$ cat src/rtl/ram_pkg.sv
// rtl/ram_pkg.sv - shared widths, address range and reader state encoding
package ram_pkg;

    localparam int ADDR_W   = 14;
    localparam int DATA_W   = 64;
    localparam int SAMPLE_W = 16;
    localparam int LANES    = 4;

    localparam logic [ADDR_W-1:0] ADDR_FIRST = 14'h0001;
    localparam logic [ADDR_W-1:0] ADDR_LAST  = 14'h3FFF;

    // The ring holds exactly as many words as there are usable addresses.
    localparam logic [ADDR_W-1:0] COUNT_MAX  = 14'h3FFF;

    typedef enum logic [1:0] {
        IDLE  = 2'd0,
        ISSUE = 2'd1,
        WAIT  = 2'd2,
        EMIT  = 2'd3
    } rd_state_t;

    // Successor of an address in the ring; address zero is never produced.
    function automatic logic [ADDR_W-1:0] next_addr(input logic [ADDR_W-1:0] addr);
        return (addr == ADDR_LAST) ? ADDR_FIRST : addr + 1'b1;
    endfunction

    // Select 16-bit lane k of a RAM word, lane 0 in the low bits.
    function automatic logic [SAMPLE_W-1:0] lane_of(input logic [DATA_W-1:0] word,
                                                    input logic [1:0]        idx);
        logic [SAMPLE_W-1:0] lane;
        case (idx)
            2'd0:    lane = word[15:0];
            2'd1:    lane = word[31:16];
            2'd2:    lane = word[47:32];
            default: lane = word[63:48];
        endcase
        return lane;
    endfunction

endpackage

$ cat src/rtl/ram_reader_if.sv
// rtl/ram_reader_if.sv - RAM read port, writer strobe and sample stream bundle
interface ram_reader_if;
    import ram_pkg::*;

    logic                i_wr_strobe;
    logic [ADDR_W-1:0]   o_rd_addr;
    logic                o_rd_en;
    logic [DATA_W-1:0]   i_rd_data;
    logic [SAMPLE_W-1:0] o_sample;
    logic                o_sample_valid;
    logic                i_sample_ready;
    logic [ADDR_W-1:0]   o_words_avail;
    logic                o_overflow;

    // Reader side: drives the RAM read port and the sample stream.
    modport master (
        input  i_wr_strobe,
        output o_rd_addr,
        output o_rd_en,
        input  i_rd_data,
        output o_sample,
        output o_sample_valid,
        input  i_sample_ready,
        output o_words_avail,
        output o_overflow
    );

    // Environment side: writer, RAM and sample consumer.
    modport slave (
        output i_wr_strobe,
        input  o_rd_addr,
        input  o_rd_en,
        output i_rd_data,
        input  o_sample,
        input  o_sample_valid,
        output i_sample_ready,
        input  o_words_avail,
        input  o_overflow
    );

endinterface

$ cat src/rtl/ram_addr_ptr.sv
// rtl/ram_addr_ptr.sv - wrapping ring pointer over ADDR_FIRST..ADDR_LAST
module ram_addr_ptr
    import ram_pkg::*;
(
    input  logic              clk,
    input  logic              rst,
    input  logic              advance,
    output logic [ADDR_W-1:0] addr
);

    // Step to the next ring address on request, skipping address zero.
    always_ff @(posedge clk) begin
        if (rst) begin
            addr <= ADDR_FIRST;
        end else if (advance) begin
            addr <= next_addr(addr);
        end
    end

endmodule

$ cat src/rtl/ram_reader.sv
// rtl/ram_reader.sv - reads committed RAM words and streams them as 16-bit samples
module ram_reader
    import ram_pkg::*;
#(
    parameter int RD_LATENCY = 1
) (
    input  logic        i_clk,
    input  logic        i_rst,
    ram_reader_if.master bus
);

    localparam logic [1:0] WAIT_LAST = 2'(RD_LATENCY - 1);

    rd_state_t           state;
    rd_state_t           state_next;
    logic [ADDR_W-1:0]   count;
    logic [ADDR_W-1:0]   rd_ptr;
    logic [DATA_W-1:0]   hold;
    logic [1:0]          lane_idx;
    logic [1:0]          wait_cnt;
    logic                overflow;
    logic                rd_en;
    logic                capture;
    logic                emit;
    logic                accept;
    logic                count_full;
    logic                drop;

    assign accept     = emit & bus.i_sample_ready;
    assign count_full = (count == COUNT_MAX);
    // A strobe into a full ring with no read leaving it discards the oldest word.
    assign drop       = bus.i_wr_strobe & ~rd_en & count_full;

    // The pointer moves on every issued read and on every dropped word.
    ram_addr_ptr u_ptr (
        .clk     (i_clk),
        .rst     (i_rst),
        .advance (rd_en | drop),
        .addr    (rd_ptr)
    );

    // State register.
    always_ff @(posedge i_clk) begin
        if (i_rst) begin
            state <= IDLE;
        end else begin
            state <= state_next;
        end
    end

    // Next-state and per-state strobes; one read outstanding at most.
    always_comb begin
        state_next = state;
        rd_en      = 1'b0;
        capture    = 1'b0;
        emit       = 1'b0;
        case (state)
            IDLE: begin
                if (count != '0) begin
                    state_next = ISSUE;
                end
            end
            ISSUE: begin
                rd_en      = 1'b1;
                state_next = WAIT;
            end
            WAIT: begin
                if (wait_cnt == WAIT_LAST) begin
                    capture    = 1'b1;
                    state_next = EMIT;
                end
            end
            EMIT: begin
                emit = 1'b1;
                if (accept && (lane_idx == 2'(LANES - 1))) begin
                    state_next = (count != '0) ? ISSUE : IDLE;
                end
            end
            default: state_next = IDLE;
        endcase
    end

    // Counts cycles spent waiting for the RAM; the last one is the capture cycle.
    always_ff @(posedge i_clk) begin
        if (i_rst) begin
            wait_cnt <= '0;
        end else if ((state == WAIT) && !capture) begin
            wait_cnt <= wait_cnt + 1'b1;
        end else begin
            wait_cnt <= '0;
        end
    end

    // Unread-word counter; a strobe and a read in the same cycle cancel out.
    always_ff @(posedge i_clk) begin
        if (i_rst) begin
            count <= '0;
        end else begin
            case ({bus.i_wr_strobe, rd_en})
                2'b10: begin
                    if (!count_full) begin
                        count <= count + 1'b1;
                    end
                end
                2'b01:   count <= count - 1'b1;
                default: count <= count;
            endcase
        end
    end

    // Sticky lap indicator, cleared only by reset.
    always_ff @(posedge i_clk) begin
        if (i_rst) begin
            overflow <= 1'b0;
        end else if (drop) begin
            overflow <= 1'b1;
        end
    end

    // Holding register; data returning outside WAIT (e.g. after reset) is ignored.
    always_ff @(posedge i_clk) begin
        if (i_rst) begin
            hold <= '0;
        end else if (capture) begin
            hold <= bus.i_rd_data;
        end
    end

    // Lane index restarts on each capture and steps on each accepted sample.
    always_ff @(posedge i_clk) begin
        if (i_rst) begin
            lane_idx <= '0;
        end else if (capture) begin
            lane_idx <= '0;
        end else if (accept) begin
            lane_idx <= lane_idx + 1'b1;
        end
    end

    assign bus.o_rd_addr      = rd_ptr;
    assign bus.o_rd_en        = rd_en;
    assign bus.o_sample_valid = emit;
    assign bus.o_sample       = emit ? lane_of(hold, lane_idx) : '0;
    assign bus.o_words_avail  = count;
    assign bus.o_overflow     = overflow;

endmodule

$ cat src/flat_wrapper.sv
// flat-port wrapper written by rule: the top's interface ports become plain ports
module ram_reader_flat import ram_pkg::*;
#(
    parameter int RD_LATENCY = 1
)
  (i_clk, i_rst, bus_i_wr_strobe, bus_o_rd_addr, bus_o_rd_en, bus_i_rd_data, bus_o_sample, bus_o_sample_valid, bus_i_sample_ready, bus_o_words_avail, bus_o_overflow);
  ram_reader_if bus_i ();
  input  logic i_clk;
  input  logic i_rst;
  input wire logic [$bits(bus_i.i_wr_strobe)-1:0] bus_i_wr_strobe;
  output wire logic [$bits(bus_i.o_rd_addr)-1:0] bus_o_rd_addr;
  output wire logic [$bits(bus_i.o_rd_en)-1:0] bus_o_rd_en;
  input wire logic [$bits(bus_i.i_rd_data)-1:0] bus_i_rd_data;
  output wire logic [$bits(bus_i.o_sample)-1:0] bus_o_sample;
  output wire logic [$bits(bus_i.o_sample_valid)-1:0] bus_o_sample_valid;
  input wire logic [$bits(bus_i.i_sample_ready)-1:0] bus_i_sample_ready;
  output wire logic [$bits(bus_i.o_words_avail)-1:0] bus_o_words_avail;
  output wire logic [$bits(bus_i.o_overflow)-1:0] bus_o_overflow;
  assign bus_i.i_wr_strobe = bus_i_wr_strobe;
  assign bus_o_rd_addr = bus_i.o_rd_addr;
  assign bus_o_rd_en = bus_i.o_rd_en;
  assign bus_i.i_rd_data = bus_i_rd_data;
  assign bus_o_sample = bus_i.o_sample;
  assign bus_o_sample_valid = bus_i.o_sample_valid;
  assign bus_i.i_sample_ready = bus_i_sample_ready;
  assign bus_o_words_avail = bus_i.o_words_avail;
  assign bus_o_overflow = bus_i.o_overflow;
  ram_reader #(.RD_LATENCY(RD_LATENCY)) u_core (.i_clk(i_clk), .i_rst(i_rst), .bus(bus_i));
endmodule
$ cat config.mk
export PLATFORM = sky130hd
export DESIGN_NAME = ram_reader_flat
export DESIGN_NICKNAME = d
export VERILOG_FILES = /design/src/rtl/ram_pkg.sv /design/src/rtl/ram_reader_if.sv /design/src/rtl/ram_addr_ptr.sv /design/src/rtl/ram_reader.sv /design/src/flat_wrapper.sv
export SDC_FILE = /design/constraint.sdc
export NUM_CORES = 1
export LEC_CHECK = 0
export ABC_AREA = 0
export CAP_MARGIN = 40
export CORE_UTILIZATION = 50
export CTS_CLUSTER_SIZE = 24
export DETAILED_ROUTE_END_ITERATION = 16
export GPL_TIMING_DRIVEN = 0
export PLACE_DENSITY = 0.83
export SLEW_MARGIN = 30
export SYNTH_ARGS = -nofsm -noshare
export SYNTH_HDL_FRONTEND = slang
export SYNTH_SLANG_ARGS = --single-unit
$ cat constraint.sdc
create_clock -name i_clk -period 3.6 [get_ports i_clk]
set_input_delay 0.72 -clock i_clk [delete_from_list [all_inputs] [get_ports i_clk]]
set_output_delay 0.72 -clock i_clk [all_outputs]
set_load 0.02 [all_outputs]
==> summary.txt, run 1 <==
Outcome
  • Outcome: completed

Final layout
  • Register Area: 0.001982 mm²
  • Layout cells sized above 1: 5.395%
  • Ant. Diodes: 0
  • Multi-input logic area: 0.002675 mm²
  • Fin area: 0.006416 mm²
  • Layout area overhead: 31.35%
  • Nets: 836
  • Fill cell count: 821
  • Fin cells: 889

Worst setup path
  • Reg2Reg Capture Point: u_core.bus.o_words_avail[12]
  • Launch point of the critical path: u_core.lane_idx[0]
  • R2R Setup Slk: 0.35 ns
  • CP Buf/Inv Count: 3
  • CP delay by family, top: buffers and inverters
  • CP peak stage delay: 0.54 ns
  • Crit path launch type: flop
  • Critical Path Fanout Max: 10
  • Crit path arrival time: 2.79 ns
  • Crit Path Class: reg -> out
  • R2R cell count: 12
  • Critical Path Sink Type: output port
  • CP cell instances: inv_1 -> ha_1 -> buf_2 -> a222oi_1 -> o21ai_0 -> and2_1 -> clkdlybuf4s50_1
  • Critical Path RT: 2.88 ns
  • Reg2Reg Launch Point: u_core.state[1]
  • Slowest stage cell on the critical path: clkdlybuf4s50_1

Synth
  • Seq/Total Area, Yosys: 40.57%
  • Post-Syn Area per Cell: 7.753 µm²
  • Synth Instances: 630
  • Ys async rst share: 0%
  • Mapped Area: 0.004885 mm²
  • Synth top area cells: dfxtp_1 41%, nand2_1 12%, a21oi_1 7.5%
  • Top-count cell post-synth: nand2_1
  • Post-synthesis cell type count: 55
  • Top cell type's share of synthesized area: 40.57%
  • Top_reg_cell synth: dfxtp_1
  • Cell taking the most area after synthesis: dfxtp_1
  • #FFs+latches synth: 99
  • Number of synthesized flops with an enable pin: 0
  • Synth warn: 0
  • Commonest cells in the netlist: 159 x nand2_1, 99 x dfxtp_1, 73 x a21oi_1
  • Post-synth net total: 711

Floorplanning
  • Die Y: 100.8 µm
  • Die extent in x: 100.8 µm
  • Ports: 115
  • Rows: 35
  • Floorplan Core Area: 0.009371 mm²
  • Initial core utilization: 52.12%
  • Die Area: 0.01017 mm²

Power and ir drop
  • Pwr dens: 563.0 mW/mm²
  • Leakage: 2.298 nW
  • Maximum VDD drop: 0.2663 mV

Clock tree
  • Clock Pin Slew Worst Setup and Hold Paths: 0.10 ns
  • CTS buffer count: 9
  • Worst skew pair latency: 0.37 ns
  • Clk root buf: clkbuf_8
  • CTS tree: built
  • Hold buffer count at cts: 0
  • Max Buffers Root-to-Sink: 2
  • Clock sinks: 99
  • H-Tree Depth: 3
  • Post-CTS Repair Setup Buffers: 0

Hold path
  • Hold path depth: 1
  • Hold_sp: u_core.wait_cnt[0]
  • Worst hold-check path type: reg -> reg
  • Hold EP: u_core.wait_cnt[0]

Route
  • Post-route ant nets: 0
  • Routed len/inst: 17.00 µm
  • Vias per cell: 5.783
  • Via count: 5141
  • DRT iter0 DRCs: 453
  • Post-Route WL: 15120 µm
  • First-pass iteration count of the detailed router: 7
  • # DRC: 0

GRT
  • Initial antenna violation count: 0
  • GRT Resource Usage Total: 30.41%
  • Gr ovfl total: 0
  • Vias in the first global route: 4865
  • Global-route wire length before repair: 24090 µm
  • Largest net degree at the start of global routing: 20

Timing
  • Final setup viols: 0
  • Worst-Margin Slew: 0.6657 ns
  • Final Hold Violating Endpoints: 0
  • RSZ-0062 raised after global routing: no
  • Slew Viols, Final: 0
  • Period utilisation layout: 97.51%
  • Max frequency: 284.9 MHz
  • Fin crit period: 3.510 ns
  • Clock Skews: 0.01408 ns
  • Slew headroom: 55.62%

Placed design
  • DP HPWL: 11440 µm
  • Routability cong.: 0.9375
  • Post-placement cell count: 873
  • Cell Area, Placed: 0.006187 mm²
  • IO buf count: 114

Job
  • Max Cap Viol: 0
==> metal layers <==
| layer | wire (µm) | vias to the layer above | track usage, % |
|---|---|---|---|
| met5 | 0 | - | 0 |
| met4 | 251 | 0 | 10.81 |
| met3 | 1238 | 26 | 4.022 |
| met2 | 7177 | 274 | 50.05 |
| met1 | 6449 | 2395 | 40.95 |
| li1 | - | 2446 | - |
==> flip-flops by register name, indices dropped and copies added, names as in the netlist <==
signal	count
u_core.bus.o_overflow	1
u_core.hold	64
u_core.bus.o_words_avail	14
u_core.lane_idx	2
u_core.wait_cnt	2
u_core.u_ptr.addr	14
u_core.state	2
==> timing repair <==
action                     4_1_cts  5_1_grt
resized for setup                1       12
setup endpoints to repair        2       10
hold endpoints to repair         0        0
pin swaps                        2        4
==> cell families after synthesis <==
logic type	Yosys count	share of synthesized area (%)
buffers and inverters	58	4.764
muxes	8	1.742
DFF	99	40.57
and+or+nand+nor	290	27.89
AOI/OAI and AO/OA	145	18.65
adders and majority gates	13	3.330
xor gates and xnor gates	17	3.048
==> worst max-delay path by stage <==
stage | endpoint | cells after the start
3_5_place_dp | u_core.bus.o_words_avail[12] | 10
5_1_grt | bus_o_sample[11] | 7
3_3_place_gp | u_core.bus.o_words_avail[12] | 10
6_report | bus_o_sample[9] | 7
2_1_floorplan | u_core.bus.o_words_avail[12] | 12
4_1_cts | bus_o_sample[4] | 7
==> through the flow <==
| step | util [%] | hold WS, ns | setup TNS (ns) | total power, mW | worst slack, ns |
|---|---|---|---|---|---|
| 2_1_floorplan | - | 0.3981 | 0 | 2.325 | 0.8927 |
| 3_3_place_gp | 66.02 | 0.4081 | -0.06979 | 2.795 | -0.06979 |
| 3_5_place_dp | 66.02 | 0.4171 | -0.04263 | 2.838 | -0.04263 |
| 4_1_cts | 68.33 | 0.4313 | 0 | 3.597 | 0.006931 |
| 5_1_grt | 68.46 | 0.4392 | 0 | 3.821 | 0.03625 |
| 6_report | 68.46 | 0.4307 | 0 | 3.612 | 0.08958 |
==> cell type report <==
class	instances	area share (%)
plain buffers	48	3.101
well taps	129	2.516
flip-flops and latches	99	30.89
multi-input cells	473	41.69
clock inverters	7	1.424
inverters	10	0.5850
repair buffers	114	17.86
clock buffers	9	1.931
==> power by group <==
part	internal, mW	leakage, nW	total, mW	switching (mW)
Clock	0.338	0.105	0.767	0.429
Combinational	0.571	1.39	1.44	0.864
Sequential	1.27	0.804	1.41	0.139
Total	2.18	2.30	3.61	1.43
==> placed cells by master (no fill, tap or decap), types with 4 or more instances in the layout <==
| cell type | instances |
|---|---|
| and3_1 | 5 |
| nor4_1 | 5 |
| nor2_1 | 35 |
| nand4_1 | 6 |
| o211ai_1 | 6 |
| buf_2 | 9 |
| nand3_1 | 13 |
| o2111ai_1 | 5 |
| or4_1 | 4 |
| inv_1 | 10 |
| a222oi_1 | 16 |
| dfxtp_1 | 99 |
| ha_1 | 11 |
| nand2b_1 | 5 |
| nor2b_1 | 7 |
| clkdlybuf4s50_1 | 112 |
| a21oi_1 | 73 |
| and2_1 | 21 |
| mux2i_1 | 4 |
| buf_1 | 7 |
| o21ai_0 | 22 |
| nand2_1 | 159 |
| clkbuf_1 | 31 |
| clkbuf_8 | 9 |
| xor2_1 | 14 |
| nor3_1 | 15 |
Note: power is estimated with default switching activity, not from simulation.
==> run 2: changes to the inputs <==
--- a/config.mk
+++ b/config.mk
@@ -5,13 +5,14 @@
 export SDC_FILE = /design/constraint.sdc
 export NUM_CORES = 1
 export LEC_CHECK = 0
-export ABC_AREA = 0
+export ABC_AREA = 1
 export CAP_MARGIN = 40
-export CORE_UTILIZATION = 50
+export CORE_UTILIZATION = 51
 export CTS_CLUSTER_SIZE = 24
 export DETAILED_ROUTE_END_ITERATION = 16
 export GPL_TIMING_DRIVEN = 0
 export PLACE_DENSITY = 0.83
+export SETUP_SLACK_MARGIN = 0.5
 export SLEW_MARGIN = 30
 export SYNTH_ARGS = -nofsm -noshare
 export SYNTH_HDL_FRONTEND = slang
==> summary.txt, run 2 <==
Final layout
  • Largest register by flop count: u_core.hold
  • Fin cells: 1036
  • Max reg flops: 64
  • Commonest non-fill, non-tap cell in the layout: nor2_1
  • Fill cell count: 863
  • Layout cells sized above 1: 8.416%
  • Ant. Diodes: 0
  • Layout area overhead: 28.91%
  • Most frequent cells in the layout: 162 x nor2_1, 132 x nand2_1, 102 x clkdlybuf4s50_1
  • Nets: 979

Synth
  • #FFs+latches synth: 99
  • Synth Area in XOR/XNOR: 1.343%
  • Top_reg_cell synth: dfxtp_1
  • Commonest cells in the netlist: 162 x nor2_1, 132 x nand2_1, 99 x dfxtp_1
  • Synth Area in Adders: 3.117%
  • Synth warn: 0
  • Post-synth net total: 854
  • Post-synthesis mux area share: 0%
  • Post-Syn Area per Cell: 6.751 µm²
  • Synth Instances: 773
  • Seq/Total Area, Yosys: 37.98%
  • Largest family of logic cells by synthesized area: simple AND/OR/NAND/NOR gates
  • Ys async rst share: 0%
  • Number of synthesized flops with an enable pin: 0
  • Cell taking the most area after synthesis: dfxtp_1
  • Top cell type's share of synthesized area: 37.98%
  • Post-synthesis cell type count: 39
  • Simple-gate share of the synthesized area: 31.29%
  • Mapped Area: 0.005219 mm²
  • Top-count cell post-synth: nor2_1
  • Synth top area cells: dfxtp_1 38%, nor2_1 12%, nand2_1 9.5%
  • Compound-Gate Fraction of Synth Area: 18.56%

Worst setup path
  • R2R Setup Slk: 1.21 ns
  • Reg2Reg Launch Point: u_core.state[1]
  • Critical Path Fanout Max: 10
  • Crit path arrival time: 2.28 ns
  • Crit Path Class: reg -> out
  • Reg2Reg Capture Point: u_core.bus.o_words_avail[10]
  • Critical Path Sink Type: output port
  • Crit path launch type: flop
  • R2R cell count: 17
  • Critical Path RT: 2.88 ns

Route
  • # DRC: 0
  • Routed len/inst: 14.36 µm
  • First-pass iteration count of the detailed router: 5
  • Vias per cell: 5.427
  • Via count: 5622
  • DRT iter0 DRCs: 284
  • Post-Route WL: 14880 µm
  • Post-route ant nets: 0

GRT
  • Initial antenna violation count: 0
  • Global-route wire length before repair: 23800 µm
  • Vias in the first global route: 5289
  • Gr ovfl total: 0
  • GRT Resource Usage Total: 28.90%
  • Largest net degree at the start of global routing: 20

Clock tree
  • Clock sinks: 99
  • Clk root buf: clkbuf_8
  • CTS tree: built
  • Clock Pin Slew Worst Setup and Hold Paths: 0.11 ns
  • Max Buffers Root-to-Sink: 2
  • H-Tree Depth: 3
  • Worst skew pair latency: 0.37 ns
  • CTS buffer count: 9

Power and ir drop
  • Power share of the clock group: 16.8%
  • Sequential power share: 38.8%
  • Switching pwr: 1.864 mW
  • Leakage: 2.723 nW
  • Internal Pwr Total: 2.367 mW
  • Maximum VDD drop: 0.3035 mV
  • Comb power frac: 44.4%
  • Pwr dens: 628.9 mW/mm²
  • Sw Share: 44.06%

Timing
  • Period utilisation layout: 83.37%
  • Fin crit period: 3.001 ns
  • Final Hold Violating Endpoints: 0
  • RSZ-0062 raised after global routing: no
  • Worst-Margin Slew: 0.6619 ns
  • Final setup viols: 0
  • Setup TNS: 0 ns
  • Slew headroom: 55.53%
  • Max frequency: 333.2 MHz
  • Clock Skews: 0.008972 ns
  • Slew Viols, Final: 0

Placed design
  • Routability cong.: 0.9679
  • DP HPWL: 11540 µm
  • Post-placement cell count: 1020
  • IO buf count: 114

Floorplanning
  • Die extent in x: 103.2 µm
  • Initial core utilization: 52.90%
  • Ports: 115
  • Floorplan Core Area: 0.009864 mm²
  • Rows: 36
  • Die Area: 0.01064 mm²
  • Die Y: 103.2 µm

Hold path
  • Worst hold-check path type: reg -> reg
  • Hold path depth: 1
  • Hold EP: u_core.wait_cnt[0]
  • Hold_sp: u_core.wait_cnt[0]

Job
  • Max Cap Viol: 0

Outcome
  • Outcome: completed
[run 2: stage by stage]
stage	instance area [µm²]	setup WS (ns)	util, %	total power [mW]	hold WS [ns]
6_report	6728	0.5987	68.20	4.231	0.4368
5_1_grt	6728	0.5036	68.20	4.540	0.4488
4_1_cts	6723	0.6184	68.15	4.207	0.4384
3_5_place_dp	6526	0.4949	66.16	3.508	0.4232
3_3_place_gp	6526	0.5004	66.16	3.434	0.4060
2_1_floorplan	5219	1.242	-	2.889	0.3975
[run 2: area by class of cell]
cell class	instances	area (µm²)	area share, %
flip-flops and latches	99	1982	29.46
plain buffers	41	202.7	3.013
clock inverters	7	66.31	0.9857
inverters	58	219.0	3.255
clock buffers	9	123.9	1.841
well taps	133	166.4	2.474
repair buffers	114	1134	16.85
multi-input cells	575	2834	42.12
[run 2: routing by layer]
metal	global-route usage, %	part of all wire [%]	up-vias
met4	11.16	2.5	0
met2	49.33	47	238
met1	37.00	43	2572
li1	-	-	2779
met3	4.000	7.0	33
met5	0	0	-
[run 2: worst max path at each step]
stage	cells past startpoint	slack (ns)	to	startpoint
2_1_floorplan	5	1.24	bus_o_sample[10]	u_core.state[0]
3_3_place_gp	6	0.50	bus_o_sample[7]	u_core.state[0]
3_5_place_dp	6	0.49	bus_o_sample[7]	u_core.state[0]
4_1_cts	5	0.62	bus_o_sample[3]	u_core.state[0]
5_1_grt	5	0.50	bus_o_sample[1]	u_core.state[0]
6_report	5	0.60	bus_o_sample[1]	u_core.state[0]
[run 2: critical path: stages, from the launching register on]
cell	delay (ns)
dfxtp_1	0.42
ha_1	0.23
clkbuf_2	0.25
o21ai_0	0.16
a31oi_1	0.21
clkdlybuf4s50_1	0.64
[run 2: what timing repair did]
action	CTS	global route
gates resized for setup	23	2
hold buffers	0	0
setup buffers	0	0
endpoints found under the setup margin	15	2
[run 2: power by group through the flow]
stage	clock [mW]	sequential [mW]	combinational, mW
floorplan	0	1.67	1.21
global route	0.759	1.67	2.11
global placement	0	1.64	1.80
finish	0.712	1.64	1.88
CTS	0.714	1.63	1.86
detailed placement	0	1.65	1.85
[run 2: logic make-up (layout without fill, tap and decap cells)]
| group | Yosys count | count (layout) |
|---|---|---|
| AOI/OAI and AO/OA | 178 | 178 |
| xor gates and xnor gates | 8 | 8 |
| adders and majority gates | 13 | 13 |
| buffers and inverters | 99 | 229 |
| DFF | 99 | 99 |
| and+or+nand+nor | 376 | 376 |
==> run 3: changes to the inputs <==
==> constraint.sdc (replaced) <==
create_clock -name i_clk -period 3 [get_ports i_clk]
set_input_delay 0.6 -clock i_clk [delete_from_list [all_inputs] [get_ports i_clk]]
set_output_delay 0.6 -clock i_clk [all_outputs]
set_load 0.02 [all_outputs]
==> summary.txt, run 3 (synthesis results as in run 2) <==
Worst setup path
  • Crit path arrival time: 1.87 ns
  • Setup crit end: bus_o_sample[7]
  • Critical Path Fanout Max: 10
  • CP Buf/Inv Count: 3
  • CP delay by family, top: buffers and inverters
  • Critical Path Sink Type: output port
  • Reg2Reg Launch Point: u_core.state[1]
  • CP peak stage delay: 0.40 ns
  • Crit path launch type: flop
  • R2R cell count: 17
  • R2R Setup Slk: 0.79 ns
  • CP cell instances: ha_2 -> buf_6 -> clkbuf_4 -> o21ai_0 -> a31oi_1 -> buf_4
  • Critical Path RT: 2.40 ns
  • Reg2Reg Capture Point: u_core.bus.o_words_avail[12]
  • Launch point of the critical path: u_core.state[0]
  • Crit Path Class: reg -> out
  • Slowest stage cell on the critical path: dfxtp_4
  • CP Depth: 6

Route
  • Via count: 5641
  • DRT iter0 DRCs: 310
  • Routed len/inst: 14.53 µm
  • Vias per cell: 5.445
  • First-pass iteration count of the detailed router: 5
  • Post-Route WL: 15050 µm
  • Post-route ant nets: 0
  • # DRC: 0

Hold path
  • Hold_sp: u_core.wait_cnt[0]
  • Worst hold-check path type: reg -> reg

Placed design
  • Routability cong.: 0.9679
  • DP HPWL: 11540 µm
  • Worst slack, placed: 0.01492 ns
  • Cell Area, Placed: 0.006526 mm²
  • IO buf count: 114

Timing
  • Setup ws final: 0.5276 ns
  • Setup TNS: 0 ns
  • Clock Skews: 0.007524 ns
  • Period utilisation layout: 82.41%
  • Max frequency: 404.5 MHz
  • RSZ-0062 raised after global routing: yes
  • Slew Viols, Final: 0
  • Slew headroom: 55.62%
  • Worst-Margin Slew: 0.6607 ns
  • Final setup viols: 0
  • Fin crit period: 2.472 ns
  • Final Hold Violating Endpoints: 0

Floorplanning
  • Floorplan Core Area: 0.009864 mm²
  • Ports: 115
  • Initial core utilization: 52.90%
  • Die Y: 103.2 µm
  • Rows: 36
  • Die extent in x: 103.2 µm
  • Die Area: 0.01064 mm²

Clock tree
  • Clk root buf: clkbuf_8
  • Hold buffer count at cts: 0
  • H-Tree Depth: 3
  • Max Buffers Root-to-Sink: 2
  • Clock sinks: 99
  • Worst skew pair latency: 0.37 ns
  • CTS buffer count: 9
  • CTS tree: built
  • Clock Pin Slew Worst Setup and Hold Paths: 0.11 ns

Outcome
  • Outcome: completed

Final layout
  • Fin area: 0.006766 mm²
  • Most frequent cells in the layout: 162 x nor2_1, 132 x nand2_1, 97 x o21ai_0, 97 x clkdlybuf4s50_1, 95 x dfxtp_1
  • Layout area overhead: 29.66%
  • Commonest non-fill, non-tap cell in the layout: nor2_1
  • Nets: 979
  • Register Area: 0.001992 mm²
  • Multi-input logic area: 0.002859 mm²
  • Max reg flops: 64
  • Layout cells sized above 1: 10.85%
  • Fill cell count: 848
  • Ant. Diodes: 0
  • Largest register by flop count: u_core.hold

Power and ir drop
  • Pwr dens: 757.2 mW/mm²
  • Pwr Total: 5.124 mW
  • Maximum VDD drop: 0.3672 mV
  • Leakage: 2.702 nW

GRT
  • Largest net degree at the start of global routing: 20
  • Initial antenna violation count: 0
  • Global-route wire length before repair: 23950 µm
  • Gr ovfl total: 0
  • Vias in the first global route: 5324
  • GRT Resource Usage Total: 29.13%

Job
  • Max Cap Viol: 0
## run 3: changes by cell type in the layout (fill, tap and decap cells not counted), sizes merged
cell,delta
buf,+13
dlymetal6s2s,-1
dlygate4sd2,-7
clkbuf,-1
clkdlybuf4s15,+1
clkdlybuf4s50,-5
## run 3: through the flow
stage          std cells  hold slack (ns)  utilization (%)
6_report            1036           0.4383            68.59
5_1_grt             1036           0.4488            68.59
4_1_cts             1036           0.4384            68.38
3_5_place_dp        1020           0.4232            66.16
3_3_place_gp        1020           0.4060            66.16
2_1_floorplan        773           0.3975                -
## run 3: worst min path at each step
stage | depth (start not counted) | to
2_1_floorplan | 1 | u_core.wait_cnt[0]
3_3_place_gp | 1 | u_core.wait_cnt[0]
3_5_place_dp | 1 | u_core.wait_cnt[0]
4_1_cts | 1 | u_core.wait_cnt[0]
5_1_grt | 1 | u_core.wait_cnt[0]
6_report | 1 | u_core.wait_cnt[0]
## run 3: timing repair
action,in CTS,in global routing
endpoints found under the setup margin,17,18
setup buffers,0,0
gates resized for setup,79,32
## run 3: metal layers
metal  part of all wire [%]  wire (µm)  GRT usage, %
met1                     43       6475         37.13
met2                     47       7062         49.44
met3                    7.6       1146         4.203
met4                    2.4        363         12.03
met5                      0          0             0
## run 3: cell type report
type,count,share of cell area [%]
timing repair buffer,114,16.07
buffer,41,3.698
sequential,99,29.44
inverter,58,3.273
tap,133,2.459
clock buffer,9,1.831
multi-input combinational,575,42.25
clock inverter,7,0.9800
## run 3: report_power, final
group	switching, mW	internal [mW]
combinational	1.42	0.864
sequential	0.306	1.68
clock	0.530	0.325
